`src/rtl/dsky_relay_decoder_pkg.sv`:
```
// Shared constants for the DSKY relay decoder: relay-word addresses,
// 5-bit relay digit codes, special digit values and DSKY_DIGITS slot indices.
package dsky_pkg;

  localparam logic [3:0] RW_R3LO  = 4'd1;
  localparam logic [3:0] RW_R3MID = 4'd2;
  localparam logic [3:0] RW_R2R3  = 4'd3;
  localparam logic [3:0] RW_R2LO  = 4'd4;
  localparam logic [3:0] RW_R2HI  = 4'd5;
  localparam logic [3:0] RW_R1LO  = 4'd6;
  localparam logic [3:0] RW_R1HI  = 4'd7;
  localparam logic [3:0] RW_R1D1  = 4'd8;
  localparam logic [3:0] RW_NOUN  = 4'd9;
  localparam logic [3:0] RW_VERB  = 4'd10;
  localparam logic [3:0] RW_MODE  = 4'd11;
  localparam logic [3:0] RW_LAMPS = 4'd12;

  localparam logic [4:0] RC_0     = 5'd21;
  localparam logic [4:0] RC_1     = 5'd3;
  localparam logic [4:0] RC_2     = 5'd25;
  localparam logic [4:0] RC_3     = 5'd27;
  localparam logic [4:0] RC_4     = 5'd15;
  localparam logic [4:0] RC_5     = 5'd30;
  localparam logic [4:0] RC_6     = 5'd28;
  localparam logic [4:0] RC_7     = 5'd19;
  localparam logic [4:0] RC_8     = 5'd29;
  localparam logic [4:0] RC_9     = 5'd31;
  localparam logic [4:0] RC_BLANK = 5'd0;

  localparam logic [3:0] DIGIT_BLANK = 4'hF;
  localparam logic [3:0] DIGIT_BAD   = 4'hE;

  localparam int NUM_DIGITS = 21;
  localparam int DG_MD1  = 0;
  localparam int DG_MD2  = 1;
  localparam int DG_VD1  = 2;
  localparam int DG_VD2  = 3;
  localparam int DG_ND1  = 4;
  localparam int DG_ND2  = 5;
  localparam int DG_R1D1 = 6;
  localparam int DG_R1D2 = 7;
  localparam int DG_R1D3 = 8;
  localparam int DG_R1D4 = 9;
  localparam int DG_R1D5 = 10;
  localparam int DG_R2D1 = 11;
  localparam int DG_R2D2 = 12;
  localparam int DG_R2D3 = 13;
  localparam int DG_R2D4 = 14;
  localparam int DG_R2D5 = 15;
  localparam int DG_R3D1 = 16;
  localparam int DG_R3D2 = 17;
  localparam int DG_R3D3 = 18;
  localparam int DG_R3D4 = 19;
  localparam int DG_R3D5 = 20;

endpackage

```
`src/rtl/dsky_relay_decoder_if.sv`:
```
// AGC-to-DSKY relay bundle: relay-word address, relay data and the
// verb/noun flash line. The AGC side drives (master), the DSKY listens (slave).
interface dsky_relay_decoder_if;
  logic RYWD12, RYWD13, RYWD14, RYWD16;
  logic RLYB01, RLYB02, RLYB03, RLYB04, RLYB05, RLYB06;
  logic RLYB07, RLYB08, RLYB09, RLYB10, RLYB11;
  logic VNFLSH;

  modport master (
    output RYWD12, RYWD13, RYWD14, RYWD16,
    output RLYB01, RLYB02, RLYB03, RLYB04, RLYB05, RLYB06,
    output RLYB07, RLYB08, RLYB09, RLYB10, RLYB11,
    output VNFLSH
  );

  modport slave (
    input RYWD12, RYWD13, RYWD14, RYWD16,
    input RLYB01, RLYB02, RLYB03, RLYB04, RLYB05, RLYB06,
    input RLYB07, RLYB08, RLYB09, RLYB10, RLYB11,
    input VNFLSH
  );
endinterface

```
`src/rtl/dsky_relay_decoder_digit_decode.sv`:
```
// Converts one 5-bit DSKY relay digit code into BCD; 0 is a blank digit,
// any unrecognised code reads as DIGIT_BAD.
module dsky_digit_decode
  import dsky_pkg::*;
(
  input  logic [4:0] i_code,
  output logic [3:0] o_bcd
);

  always_comb begin
    case (i_code)
      RC_0:     o_bcd = 4'd0;
      RC_1:     o_bcd = 4'd1;
      RC_2:     o_bcd = 4'd2;
      RC_3:     o_bcd = 4'd3;
      RC_4:     o_bcd = 4'd4;
      RC_5:     o_bcd = 4'd5;
      RC_6:     o_bcd = 4'd6;
      RC_7:     o_bcd = 4'd7;
      RC_8:     o_bcd = 4'd8;
      RC_9:     o_bcd = 4'd9;
      RC_BLANK: o_bcd = DIGIT_BLANK;
      default:  o_bcd = DIGIT_BAD;
    endcase
  end

endmodule

```
`src/rtl/dsky_relay_decoder.sv`:
```
// DSKY relay-word decoder: synchronizes and debounces the AGC relay lines,
// keeps the 12-word relay file and registers the decoded display. Option: VNFLSH_BLANK_EN.
module dsky_relay_decoder
  import dsky_pkg::*;
#(
  parameter int STABLE_CYCLES = 16,
  parameter int SYNC_STAGES   = 2
) (
  input  logic                   SIM_CLK,
  input  logic                   SIM_RST_n,
  dsky_relay_decoder_if.slave    relay,
  output logic [4*NUM_DIGITS-1:0] DSKY_DIGITS,
  output logic [2:0]             DSKY_PLUS,
  output logic [2:0]             DSKY_MINUS,
  output logic [10:0]            DSKY_LAMPS,
  output logic                   WORD_STB,
  output logic [3:0]             WORD_ADDR
);

  localparam logic [7:0] ACC_CNT = 8'(STABLE_CYCLES - 1);

  logic [15:0] w_raw;
  logic [15:0] r_sync [SYNC_STAGES];
  logic [14:0] w_pat;
  logic [3:0]  w_addr;
  logic [10:0] w_data;
  logic [14:0] r_prev;
  logic [7:0]  r_cnt;
  logic [7:0]  w_cnt_nx;
  logic        w_accept;

  logic [10:0] r_word  [1:12];
  logic [10:0] w_word_nx [1:12];
  logic [4:0]  w_code  [NUM_DIGITS];
  logic [3:0]  w_bcd   [NUM_DIGITS];
  logic [4*NUM_DIGITS-1:0] w_digits;

  logic [4*NUM_DIGITS-1:0] r_digits;
  logic [2:0]  r_plus, r_minus;
  logic [10:0] r_lamps;
  logic        r_stb;
  logic [3:0]  r_waddr;

  assign w_raw = {relay.RYWD16, relay.RYWD14, relay.RYWD13, relay.RYWD12,
                  relay.RLYB11, relay.RLYB10, relay.RLYB09, relay.RLYB08,
                  relay.RLYB07, relay.RLYB06, relay.RLYB05, relay.RLYB04,
                  relay.RLYB03, relay.RLYB02, relay.RLYB01, relay.VNFLSH};

  always_ff @(posedge SIM_CLK) begin
    if (!SIM_RST_n) begin
      for (int i = 0; i < SYNC_STAGES; i++) r_sync[i] <= '0;
    end else begin
      r_sync[0] <= w_raw;
      for (int i = 1; i < SYNC_STAGES; i++) r_sync[i] <= r_sync[i-1];
    end
  end

  assign w_pat  = r_sync[SYNC_STAGES-1][15:1];
  assign w_addr = w_pat[14:11];
  assign w_data = w_pat[10:0];

  // Stability filter: the accept point is hit only once per run of an unchanged pattern.
  always_comb begin
    if (w_pat != r_prev)       w_cnt_nx = 8'd0;
    else if (r_cnt == 8'hFF)   w_cnt_nx = 8'hFF;
    else                       w_cnt_nx = r_cnt + 8'd1;
  end

  assign w_accept = (w_cnt_nx == ACC_CNT) && (w_addr >= RW_R3LO) && (w_addr <= RW_LAMPS);

  always_comb begin
    for (int i = 1; i <= 12; i++) begin
      w_word_nx[i] = r_word[i];
      if (w_accept && (w_addr == 4'(i))) w_word_nx[i] = w_data;
    end
  end

  // Decode from the next-state word file so the display lands with WORD_STB.
  always_comb begin
    w_code[DG_MD1]  = w_word_nx[RW_MODE][9:5];
    w_code[DG_MD2]  = w_word_nx[RW_MODE][4:0];
    w_code[DG_VD1]  = w_word_nx[RW_VERB][9:5];
    w_code[DG_VD2]  = w_word_nx[RW_VERB][4:0];
    w_code[DG_ND1]  = w_word_nx[RW_NOUN][9:5];
    w_code[DG_ND2]  = w_word_nx[RW_NOUN][4:0];
    w_code[DG_R1D1] = w_word_nx[RW_R1D1][4:0];
    w_code[DG_R1D2] = w_word_nx[RW_R1HI][9:5];
    w_code[DG_R1D3] = w_word_nx[RW_R1HI][4:0];
    w_code[DG_R1D4] = w_word_nx[RW_R1LO][9:5];
    w_code[DG_R1D5] = w_word_nx[RW_R1LO][4:0];
    w_code[DG_R2D1] = w_word_nx[RW_R2HI][9:5];
    w_code[DG_R2D2] = w_word_nx[RW_R2HI][4:0];
    w_code[DG_R2D3] = w_word_nx[RW_R2LO][9:5];
    w_code[DG_R2D4] = w_word_nx[RW_R2LO][4:0];
    w_code[DG_R2D5] = w_word_nx[RW_R2R3][9:5];
    w_code[DG_R3D1] = w_word_nx[RW_R2R3][4:0];
    w_code[DG_R3D2] = w_word_nx[RW_R3MID][9:5];
    w_code[DG_R3D3] = w_word_nx[RW_R3MID][4:0];
    w_code[DG_R3D4] = w_word_nx[RW_R3LO][9:5];
    w_code[DG_R3D5] = w_word_nx[RW_R3LO][4:0];
  end

  for (genvar g = 0; g < NUM_DIGITS; g++) begin : g_dec
    dsky_digit_decode u_dec (
      .i_code (w_code[g]),
      .o_bcd  (w_bcd[g])
    );
  end

  always_comb begin
    for (int g = 0; g < NUM_DIGITS; g++) w_digits[4*g +: 4] = w_bcd[g];
`ifdef VNFLSH_BLANK_EN
    if (r_sync[SYNC_STAGES-1][0]) begin
      w_digits[4*DG_VD1 +: 4] = DIGIT_BLANK;
      w_digits[4*DG_VD2 +: 4] = DIGIT_BLANK;
      w_digits[4*DG_ND1 +: 4] = DIGIT_BLANK;
      w_digits[4*DG_ND2 +: 4] = DIGIT_BLANK;
    end
`endif
  end

  always_ff @(posedge SIM_CLK) begin
    if (!SIM_RST_n) begin
      r_prev   <= '0;
      r_cnt    <= '0;
      for (int i = 1; i <= 12; i++) r_word[i] <= '0;
      r_digits <= {NUM_DIGITS{DIGIT_BLANK}};
      r_plus   <= '0;
      r_minus  <= '0;
      r_lamps  <= '0;
      r_stb    <= 1'b0;
      r_waddr  <= '0;
    end else begin
      r_prev   <= w_pat;
      r_cnt    <= w_cnt_nx;
      for (int i = 1; i <= 12; i++) r_word[i] <= w_word_nx[i];
      r_digits <= w_digits;
      r_plus   <= {w_word_nx[RW_R3MID][10], w_word_nx[RW_R2HI][10], w_word_nx[RW_R1HI][10]};
      r_minus  <= {w_word_nx[RW_R3LO][10],  w_word_nx[RW_R2LO][10], w_word_nx[RW_R1LO][10]};
      r_lamps  <= w_word_nx[RW_LAMPS];
      r_stb    <= w_accept;
      if (w_accept) r_waddr <= w_addr;
    end
  end

  assign DSKY_DIGITS = r_digits;
  assign DSKY_PLUS   = r_plus;
  assign DSKY_MINUS  = r_minus;
  assign DSKY_LAMPS  = r_lamps;
  assign WORD_STB    = r_stb;
  assign WORD_ADDR   = r_waddr;

endmodule

```
`src/flat_wrapper.sv`:
```
// flat-port wrapper written by rule: the top's interface ports become plain ports
module dsky_relay_decoder_flat import dsky_pkg::*;
#(
  parameter int STABLE_CYCLES = 16,
  parameter int SYNC_STAGES   = 2
)
  (SIM_CLK, SIM_RST_n, DSKY_DIGITS, DSKY_PLUS, DSKY_MINUS, DSKY_LAMPS, WORD_STB, WORD_ADDR, relay_RYWD12, relay_RYWD13, relay_RYWD14, relay_RYWD16, relay_RLYB01, relay_RLYB02, relay_RLYB03, relay_RLYB04, relay_RLYB05, relay_RLYB06, relay_RLYB07, relay_RLYB08, relay_RLYB09, relay_RLYB10, relay_RLYB11, relay_VNFLSH);
  dsky_relay_decoder_if relay_i ();
  input  logic SIM_CLK;
  input  logic SIM_RST_n;
  output logic [4*NUM_DIGITS-1:0] DSKY_DIGITS;
  output logic [2:0] DSKY_PLUS;
  output logic [2:0] DSKY_MINUS;
  output logic [10:0] DSKY_LAMPS;
  output logic WORD_STB;
  output logic [3:0] WORD_ADDR;
  input wire logic [$bits(relay_i.RYWD12)-1:0] relay_RYWD12;
  input wire logic [$bits(relay_i.RYWD13)-1:0] relay_RYWD13;
  input wire logic [$bits(relay_i.RYWD14)-1:0] relay_RYWD14;
  input wire logic [$bits(relay_i.RYWD16)-1:0] relay_RYWD16;
  input wire logic [$bits(relay_i.RLYB01)-1:0] relay_RLYB01;
  input wire logic [$bits(relay_i.RLYB02)-1:0] relay_RLYB02;
  input wire logic [$bits(relay_i.RLYB03)-1:0] relay_RLYB03;
  input wire logic [$bits(relay_i.RLYB04)-1:0] relay_RLYB04;
  input wire logic [$bits(relay_i.RLYB05)-1:0] relay_RLYB05;
  input wire logic [$bits(relay_i.RLYB06)-1:0] relay_RLYB06;
  input wire logic [$bits(relay_i.RLYB07)-1:0] relay_RLYB07;
  input wire logic [$bits(relay_i.RLYB08)-1:0] relay_RLYB08;
  input wire logic [$bits(relay_i.RLYB09)-1:0] relay_RLYB09;
  input wire logic [$bits(relay_i.RLYB10)-1:0] relay_RLYB10;
  input wire logic [$bits(relay_i.RLYB11)-1:0] relay_RLYB11;
  input wire logic [$bits(relay_i.VNFLSH)-1:0] relay_VNFLSH;
  assign relay_i.RYWD12 = relay_RYWD12;
  assign relay_i.RYWD13 = relay_RYWD13;
  assign relay_i.RYWD14 = relay_RYWD14;
  assign relay_i.RYWD16 = relay_RYWD16;
  assign relay_i.RLYB01 = relay_RLYB01;
  assign relay_i.RLYB02 = relay_RLYB02;
  assign relay_i.RLYB03 = relay_RLYB03;
  assign relay_i.RLYB04 = relay_RLYB04;
  assign relay_i.RLYB05 = relay_RLYB05;
  assign relay_i.RLYB06 = relay_RLYB06;
  assign relay_i.RLYB07 = relay_RLYB07;
  assign relay_i.RLYB08 = relay_RLYB08;
  assign relay_i.RLYB09 = relay_RLYB09;
  assign relay_i.RLYB10 = relay_RLYB10;
  assign relay_i.RLYB11 = relay_RLYB11;
  assign relay_i.VNFLSH = relay_VNFLSH;
  dsky_relay_decoder #(.STABLE_CYCLES(STABLE_CYCLES), .SYNC_STAGES(SYNC_STAGES)) u_core (.SIM_CLK(SIM_CLK), .SIM_RST_n(SIM_RST_n), .relay(relay_i), .DSKY_DIGITS(DSKY_DIGITS), .DSKY_PLUS(DSKY_PLUS), .DSKY_MINUS(DSKY_MINUS), .DSKY_LAMPS(DSKY_LAMPS), .WORD_STB(WORD_STB), .WORD_ADDR(WORD_ADDR));
endmodule
```
`config.mk`:
```
export PLATFORM = sky130hd
export DESIGN_NAME = dsky_relay_decoder_flat
export DESIGN_NICKNAME = d
export VERILOG_FILES = /design/src/rtl/dsky_relay_decoder_pkg.sv /design/src/rtl/dsky_relay_decoder_if.sv /design/src/rtl/dsky_relay_decoder_digit_decode.sv /design/src/rtl/dsky_relay_decoder.sv /design/src/flat_wrapper.sv
export SDC_FILE = /design/constraint.sdc
export NUM_CORES = 1
export LEC_CHECK = 0
export CORE_MARGIN = 3
export CORE_UTILIZATION = 40
export DETAILED_ROUTE_END_ITERATION = 12
export DONT_BUFFER_PORTS = 1
export GPL_TIMING_DRIVEN = 0
export SYNTH_ARGS = -nofsm -noshare
export SYNTH_HDL_FRONTEND = slang
export SYNTH_SLANG_ARGS = --single-unit
```
`constraint.sdc`:
```
create_clock -name SIM_CLK -period 3.3 [get_ports SIM_CLK]
set_clock_uncertainty 0.15 [all_clocks]
set_input_delay 0.33 -clock SIM_CLK [delete_from_list [all_inputs] [get_ports SIM_CLK]]
set_output_delay 0.33 -clock SIM_CLK [all_outputs]
set_load 0.05 [all_outputs]
```
==> impl_metrics.yaml <==
setup_path:
  path_buf_inv: 3
  cpPeakStageDelay_ps: 490
  crit_top_cell: "or4_4"
  endpoint_kind: "register"
  cpLargestDelayFamily: "simple AND/OR/NAND/NOR gates"
  critical_path.max_fanout: 6
  critPathLaunchType: "register"
  cp_slowest_cell: "or4_4"
  cp.required_ps: 3510
  criticalPathCategory: "register to register"
  critPathArrivalTime_ps: 3570
  path_cells: "xor2_2, or3_4, or4_4, buf_6, or4_4, buf_12, mux2i_4, inv_2, ha_4, nand3b_1, o311ai_2"
logic_synthesis:
  seq_area_frac_synth_pct: 39.8
  syn_area_per_cell_sq_um: 8.76
  synth_area_leaders: "dfxtp_1 (40%), mux2i_1 (12%), nor2_1 (4.5%)"
  syn-num-nets: 1554
  synthesis.area_sq_um: 13300
  synth_top_area_share_pct: 39.8
  ys_dominant_reg_cell: "dfxtp_1"
  synthCells: 1514
  synth-edff-count: 0
  ys_warn_count: 0
  synthArstFlopShare_pct: 0
  ys_ff_latch: 264
  yosysTopAreaCell: "dfxtp_1"
  yosysUniqueCellTypes: 69
routing:
  drt-met1-wl_um: 20300
  routedWlPerCell_um: 22.8
  met3_length_um: 4640
  via_per_inst: 5.71
  initialDrtViolationCount: 1072
  wirelength_um: 48900
  num_vias: 12200
  final_antenna_net_count: 0
  route.detailed.drc: 0
  met2RoutedLength_um: 21500
  highest_layer: "met5"
  drt-pass1-iter-count: 5
sta:
  fin_setup_tns_ps: -394
  hold_violations: 0
  grt_setup_unrepaired: "yes"
  max_freq_mhz: 298
  final.min_clock_period_ps: 3360
  setup_ws_ps: -58.9
  period_share_pct: 102
  setup_viol: 11
  finalMaxSlewViolations: 1
  tightest_slew_ps: 1480
  slew_headroom_pct: -1.62
placed_design:
  place_ws_ps: -977
  dp_hpwl_um: 32500
  io_buffers: 0
  placed_cells: 1956
  gp_congestion: 0.980
  postPlaceCellArea_sq_um: 13800
run_status:
  violations: "max-capacitance violations, max-slew violations, negative setup slack"
  outcome: "finished with violations"
cts:
  clkTransAtPathRegs_ps: 60
  cts_num_sinks: 264
  cts_buffers: 30
  clkLatencyLatePin_ps: 570
  cts_buffer_depth: 3
  cts_root_buf: "clkbuf_16"
  cts_tree: "built"
  cts.htree.levels: 1
cells_and_area:
  diodes: 0
  final_cells: 2140
  fillCellCount: 2934
  post-route-util_pct: 52.8
  finalInstanceArea_sq_um: 17200
  nets: 1716
  layout-drive-gt1-share_pct: 24.9
  areaGrowthSynthToFinish_pct: 29.7
power_and_ir_drop:
  p_int_w: 0.00540
  leakage_nw: 7.02
  p_comb_share_pct: 5.9
  swShare_pct: 24.0
  peakVddDrop_mv: 0.430
  power_frac_clock_pct: 48.8
  pwr-share-seq_pct: 45.3
  power_switching_w: 0.00171
  powerDensity_nw_per_um2: 413
floorplan:
  die_h_um: 188
  coreArea_sq_um: 32600
  ios: 124
  start_util_pct: 40.7
  die-width_um: 188
  dieArea_sq_um: 35400
  fp-row-count: 66
min_path:
  holdCritPathClass: "input port to register"
global_routing:
  grt_max_degree: 15
  antenna_found_initial: 1
  grt_pass1_vias: 11600
  globalRouteOverflowTotal: 0
  grt_pass1_wl_um: 71600
  track_usage_pct: 26.3
run:
  max-cap-violations: 2
## cell families after synthesis
| logic type | count (synthesis) | synth area share, % |
|---|---|---|
| fa+ha+maj | 22 | 2.07 |
| compound gates | 270 | 13.1 |
| mux | 204 | 16.2 |
| flops | 264 | 39.8 |
| buf+inv | 168 | 5.59 |
| xor+xnor | 34 | 2.24 |
| simple gates | 552 | 20.9 |
## final timing paths
| check | start | to | slack, ps | depth (start not counted) |
|---|---|---|---|---|
| setup / recovery | u_core.r_sync[0][26] | u_core.DSKY_DIGITS[68] | -60 | 11 |
| hold / removal | SIM_RST_n | u_core.r_word[10][5] | 40 | 2 |
| setup reg to reg | u_core.r_sync[0][26] | u_core.DSKY_DIGITS[68] | -60 | 11 |
| hold reg to reg | u_core.r_sync[0][6] | u_core.r_sync[0][22] | 280 | 1 |
## through the flow
stage | total power [W] | hold slack (ps)
after CTS | 0.00710 | 7.06
after global routing | 0.00727 | 27.5
after detailed placement | 0.00360 | 269
final | 0.00711 | 42.8
after floorplan | 0.00344 | 262
after global placement | 0.00360 | 269
## registers in the layout (all words and copies together) (netlist names)
name                cells
u_core.DSKY_MINUS       2
u_core.r_cnt            8
u_core.r_sync          30
u_core.r_word         118
u_core.DSKY_PLUS        2
u_core.WORD_STB         1
u_core.DSKY_DIGITS     84
u_core.r_prev          15
u_core.WORD_ADDR        4
## metal layers
metal | up-vias | track usage, %
met5 | - | 0
met4 | 2 | 8.72
met3 | 142 | 6.32
met2 | 633 | 42.3
met1 | 5831 | 34.7
li1 | 5617 | -
## repair_timing
action                                 4_1_cts  5_1_grt
setup endpoints to repair                  126       88
endpoints found under the hold margin       15        0
pin swaps                                   36       35
buffers inserted                            69       54
gates resized for setup                    219      118
hold buffers                                15        0
## cells in the mapped netlist (all sizes together), types with 7 or more instances
cell and n:
dfxtp 264, mux2i 162, nor2 159, nand2 139, o21ai 80, a21oi 69, inv 65, and2 59
clkbuf 56, buf 47, mux2 42, nand3 26, and3 24, nand2b 24, ha 22, nor2b 22
xnor2 22, o211ai 21, o311ai 20, nor3 16, nor3b 14, nand4 13, nand3b 12, xor2 12
nor4 11, a211o 10, a2111oi 9, a211oi 9, or2 9, o221ai 8, a21o 7
## placed cells by master (no fill, tap or decap), drive strengths merged, types with 20 or more instances in the layout
master / instances
dfxtp: 264
buf: 168
mux2i: 162
nor2: 159
nand2: 139
clkbuf: 89
o21ai: 80
a21oi: 69
inv: 66
and2: 59
mux2: 42
nand3: 26
nand2b: 24
and3: 24
nor2b: 22
xnor2: 22
ha: 22
o211ai: 21
o311ai: 20
## power groups by stage
stage | clock network, W | registers (W) | logic [W]
5_1_grt | 0.00363 | 0.00322 | 0.000424
3_5_place_dp | 0 | 0.00329 | 0.000308
4_1_cts | 0.00350 | 0.00322 | 0.000378
2_1_floorplan | 0 | 0.00329 | 0.000152
6_report | 0.00347 | 0.00322 | 0.000418
3_3_place_gp | 0 | 0.00329 | 0.000306
## layout make-up
cell class,instances,area [sq um],share of cell area [%]
plain buffers,96,674,3.92
clock buffers,39,866,5.03
clock inverters,15,163,0.945
inverters,65,244,1.42
multi-input cells,1082,8240,47.9
flip-flops and latches,264,5310,30.8
well taps,442,553,3.21
repair buffers,137,1160,6.77
(Power assumes the default switching activity.)
